## config.mk

```make
export PLATFORM = sky130hd
export DESIGN_NAME = dmux16_stream
export DESIGN_NICKNAME = d
export VERILOG_FILES = /design/src/rtl/dmux16_stream.sv
export SDC_FILE = /design/constraint.sdc
export NUM_CORES = 1
export LEC_CHECK = 0
export BUFFER_PORTS_ARGS = -buffer_cell sky130_fd_sc_hd__buf_2
export CELL_PAD_IN_SITES_DETAIL_PLACEMENT = 1
export CELL_PAD_IN_SITES_GLOBAL_PLACEMENT = 1
export CORE_ASPECT_RATIO = 0.9
export CORE_MARGIN = 2
export CORE_UTILIZATION = 40
export CTS_CLUSTER_SIZE = 10
export DETAILED_ROUTE_END_ITERATION = 12
export GPL_ROUTABILITY_DRIVEN = 0
export PLACE_DENSITY_LB_ADDON = 0.2
export SLEW_MARGIN = 15
export SYNTH_ARGS = -nofsm -noshare
export SYNTH_HDL_FRONTEND = slang
export SYNTH_SLANG_ARGS = --single-unit
```

## constraint.sdc

```tcl
create_clock -name clk -period 2.18 [get_ports clk]
set_clock_uncertainty 0.05 [all_clocks]
set_input_delay 0 -clock clk [delete_from_list [all_inputs] [get_ports clk]]
set_output_delay 0 -clock clk [all_outputs]
set_load 0.03 [all_outputs]
```

## src/rtl/dmux16_stream.sv

```systemverilog
// Registered 1-to-2 word demultiplexer with a one-entry valid/ready slot per output.
// Define DMUX16_COUNT_EN to add the 8-bit delivered-word counters a_count/b_count.
module dmux16_stream #(
   parameter int WIDTH = 16
) (
   input  logic             clk,
   input  logic             rst,
   input  logic [WIDTH-1:0] in_data,
   input  logic             in_s,
   input  logic             in_valid,
   output logic             in_ready,
   output logic [WIDTH-1:0] a,
   output logic             a_valid,
   input  logic             a_ready,
   output logic [WIDTH-1:0] b,
   output logic             b_valid,
   input  logic             b_ready
`ifdef DMUX16_COUNT_EN
   ,
   output logic [7:0]       a_count,
   output logic [7:0]       b_count
`endif
);

   logic a_free;
   logic b_free;
   logic load_a;
   logic load_b;
   logic take_a;
   logic take_b;

   // A slot can take a word when it is empty or is being emptied this cycle.
   always_comb begin
      a_free   = !a_valid || a_ready;
      b_free   = !b_valid || b_ready;
      in_ready = in_s ? b_free : a_free;
      load_a   = in_valid && in_ready && !in_s;
      load_b   = in_valid && in_ready && in_s;
      take_a   = a_valid && a_ready;
      take_b   = b_valid && b_ready;
   end

   // Load wins over drain, so a same-edge drain and load leaves valid set.
   always_ff @(posedge clk or posedge rst) begin
      if (rst) begin
         a       <= '0;
         a_valid <= 1'b0;
      end else if (load_a) begin
         a       <= in_data;
         a_valid <= 1'b1;
      end else if (take_a) begin
         a_valid <= 1'b0;
      end
   end

   always_ff @(posedge clk or posedge rst) begin
      if (rst) begin
         b       <= '0;
         b_valid <= 1'b0;
      end else if (load_b) begin
         b       <= in_data;
         b_valid <= 1'b1;
      end else if (take_b) begin
         b_valid <= 1'b0;
      end
   end

`ifdef DMUX16_COUNT_EN
   // Counters wrap naturally at 8 bits.
   always_ff @(posedge clk or posedge rst) begin
      if (rst) begin
         a_count <= 8'd0;
         b_count <= 8'd0;
      end else begin
         if (take_a) a_count <= a_count + 8'd1;
         if (take_b) b_count <= b_count + 8'd1;
      end
   end
`endif

endmodule

```

==> flow_metrics.env <==
export IMPL_status="finished, final reports clean"
export IMPL_fmax_mhz=633
export IMPL_clock_path_buffers=2
export IMPL_die_area_um2=3910
export IMPL_synth_edf_count=0
export IMPL_crit_type="reg -> reg"
export IMPL_synth_async_reset_ratio_pct=100
export IMPL_switching_power_uw=627
export IMPL_synth_warnings=0
export IMPL_synth_top_cell_by_area="dfrtp_1"
export IMPL_reg2reg_from="b_valid"
export IMPL_fillerInstances=353
export IMPL_rows=20
export IMPL_cts_made_buffers=5
export IMPL_port_buffers=56
export IMPL_synthCells=79
export IMPL_grt_max_degree=35
export IMPL_layout_drive_gt1_share_pct=62.7
export IMPL_ys_ff_latch=34
export IMPL_dp_hpwl_mm=1.91
export IMPL_drc=0
export IMPL_synth_top_cell_area_share_pct=62.2
export IMPL_synth_ff_type="dfrtp_1"
export IMPL_core_um2=3330
export IMPL_fin_setup_tns_ns=0
export IMPL_cp_end_kind="flop"
export IMPL_vias=948
export IMPL_period_share_pct=72.5
export IMPL_yosys_top_cells_area="dfrtp_1, mux2_2, mux2_4, buf_12, nand3b_4"
export IMPL_dr_pass1_iters=4
export IMPL_cts_htree_levels=2
export IMPL_die_h_um=59.5
export IMPL_final_max_slew_viol_count=0
export IMPL_r2r_setup_slack_ns=0.60
export IMPL_cp_arrival_ns=1.70
export IMPL_dpl_worst_slack_ns=0.609
export IMPL_ff2ff_path_depth=3
export IMPL_wire_per_inst_um=15.2
export IMPL_finalHoldViolations=0
export IMPL_setup_viol=0
export IMPL_maxCapViolCount=0
export IMPL_pwr_share_comb_pct=31.4
export IMPL_slew_headroom_pct=60.3
export IMPL_seqPwrFrac_pct=43.2
export IMPL_yosysSeqAreaShare_pct=62.2
export IMPL_overflow=0
export IMPL_start_util_pct=41.1
export IMPL_syn_cell_area_um2=1370
export IMPL_antenna_found_initial=0
export IMPL_area_growth_pct=43.3
export IMPL_n_antenna_cell=0
export IMPL_numClockSinks=34
export IMPL_worst_path_max_fanout=16
export IMPL_tritoncts="yes"
export IMPL_setup_ws_ns=0.599
export IMPL_postSynthAreaPerCell_um2=17.3
export IMPL_p_int_mw=1.23
export IMPL_antenna_left=0
export IMPL_fin_crit_ns=1.58
export IMPL_drtIter0Drc=20
export IMPL_ys_types=15
export IMPL_p_leak_nw=0.966
export IMPL_grt_pass1_vias=1002
export IMPL_ios=57
export IMPL_min_path_cells=3
export IMPL_r2r_end="b[14]"
export IMPL_grt_setup_unrepaired="no"
export IMPL_syn_nets=101
export IMPL_switching_share_pct=33.9
export IMPL_grt_pass1_wl_mm=4.87
export IMPL_cts_setup_buffers=0
export IMPL_startpoint_type="flop"
export IMPL_yosysMostFrequentCell="dfrtp_1"
export IMPL_ir_drop_mv=0.559
export IMPL_min_to="a_valid"
export IMPL_min_delay_start="a_ready"
export IMPL_fin_util_pct=58.9
export IMPL_grt_usage_pct=17.4
export IMPL_viasPerCell=4.62
export IMPL_clkTransAtPathRegs_ns=0.07
export IMPL_fin_nets=182
export IMPL_required_ns=2.30
export IMPL_dieWidth_um=65.7
export IMPL_root_buffer="clkbuf_8"
export IMPL_p_clk_share_pct=25.4
export IMPL_synth_commonest_cells="dfrtp_1, mux2_2, mux2_4, inv_1"
export IMPL_cellPowerDensity_nw_per_um2=944
export IMPL_routed_wl_mm=3.11
export IMPL_tightestPinTransition_ns=0.594
export IMPL_insertion_delay_ns=0.28
export IMPL_holdCritPathClass="in -> reg"
layout by cell type, fill, tap and decap left out, drive strengths merged:
| cell | instances |
|---|---|
| nand3b | 1 |
| dlygate4sd3 | 19 |
| dfrtp | 34 |
| clkinv | 1 |
| mux2 | 32 |
| buf | 57 |
| inv | 2 |
| o21ai | 1 |
| a21oi | 1 |
| nand2b | 1 |
| nor2 | 2 |
| nor2b | 1 |
| or2b | 1 |
| nand2 | 1 |
| clkbuf | 7 |
cell type report:
| class | count | area [um2] | area share [%] |
|---|---|---|---|
| Inverter | 2 | 7.51 | 0.383 |
| Timing Repair Buffer | 76 | 478 | 24.4 |
| Sequential cell | 34 | 851 | 43.4 |
| Tap cell | 44 | 55.1 | 2.81 |
| Multi-Input combinational cell | 41 | 479 | 24.4 |
| Clock buffer | 7 | 86.3 | 4.40 |
| Clock inverter | 1 | 5.00 | 0.255 |
state kept, by name, indices dropped and copies added (netlist names):
register	flops
b	16
a_valid	1
a	16
b_valid	1
worst max-delay path by stage:
stage | from | to | slack (ns)
2_1_floorplan | b_valid | b[0] | 0.70
3_3_place_gp | b_valid | b[15] | 0.64
3_5_place_dp | b_valid | b[14] | 0.61
4_1_cts | b_valid | b[15] | 0.61
5_1_grt | b_valid | b[12] | 0.55
6_report | b_valid | b[14] | 0.60
critical path, cell delays in order, from the launching register on:
cell	delay [ns]
dfrtp_1	0.39
nor2b_4	0.14
nor2_4	0.48
mux2_2	0.40
power groups by stage:
stage	sequential, mW	clock (mW)	combinational [mW]
floorplan	1.03	0	0.165
global placement	0.805	0	0.549
detailed placement	0.810	0	0.558
CTS	0.799	0.487	0.585
global route	0.813	0.513	0.614
finish	0.800	0.470	0.582
per-layer routing:
layer,track usage [%],wire (um),up-vias
li1,-,-,435
met1,19.4,1270,480
met2,31.2,1680,28
met3,5.13,129,5
met4,7.14,32,0
met5,0,0,-
through the flow:
stage	instance area [um2]	hold slack, ns	cells	total power, mW
floorplan	1370	0.0572	79	1.20
global placement	1680	0.0615	178	1.35
detailed placement	1680	0.0799	178	1.37
CTS	1960	0.00853	205	1.87
global route	1960	0.0389	205	1.94
finish	1960	0.00921	205	1.85
logic make-up (layout without fill, tap and decap cells):
group | count (synthesis) | count (layout) | share of synthesized area (%)
AOI/OAI and AO/OA | 2 | 2 | 0.731
buffers and inverters | 4 | 86 | 2.83
DFF | 34 | 34 | 62.2
muxes | 32 | 32 | 29.1
and+or+nand+nor | 7 | 7 | 5.21
repair_timing:
action	4_1_cts	5_1_grt
hold endpoints to repair	67	0
hold buffers	19	0
resized for setup	0	0
Note: power is estimated with default switching activity, not from simulation.
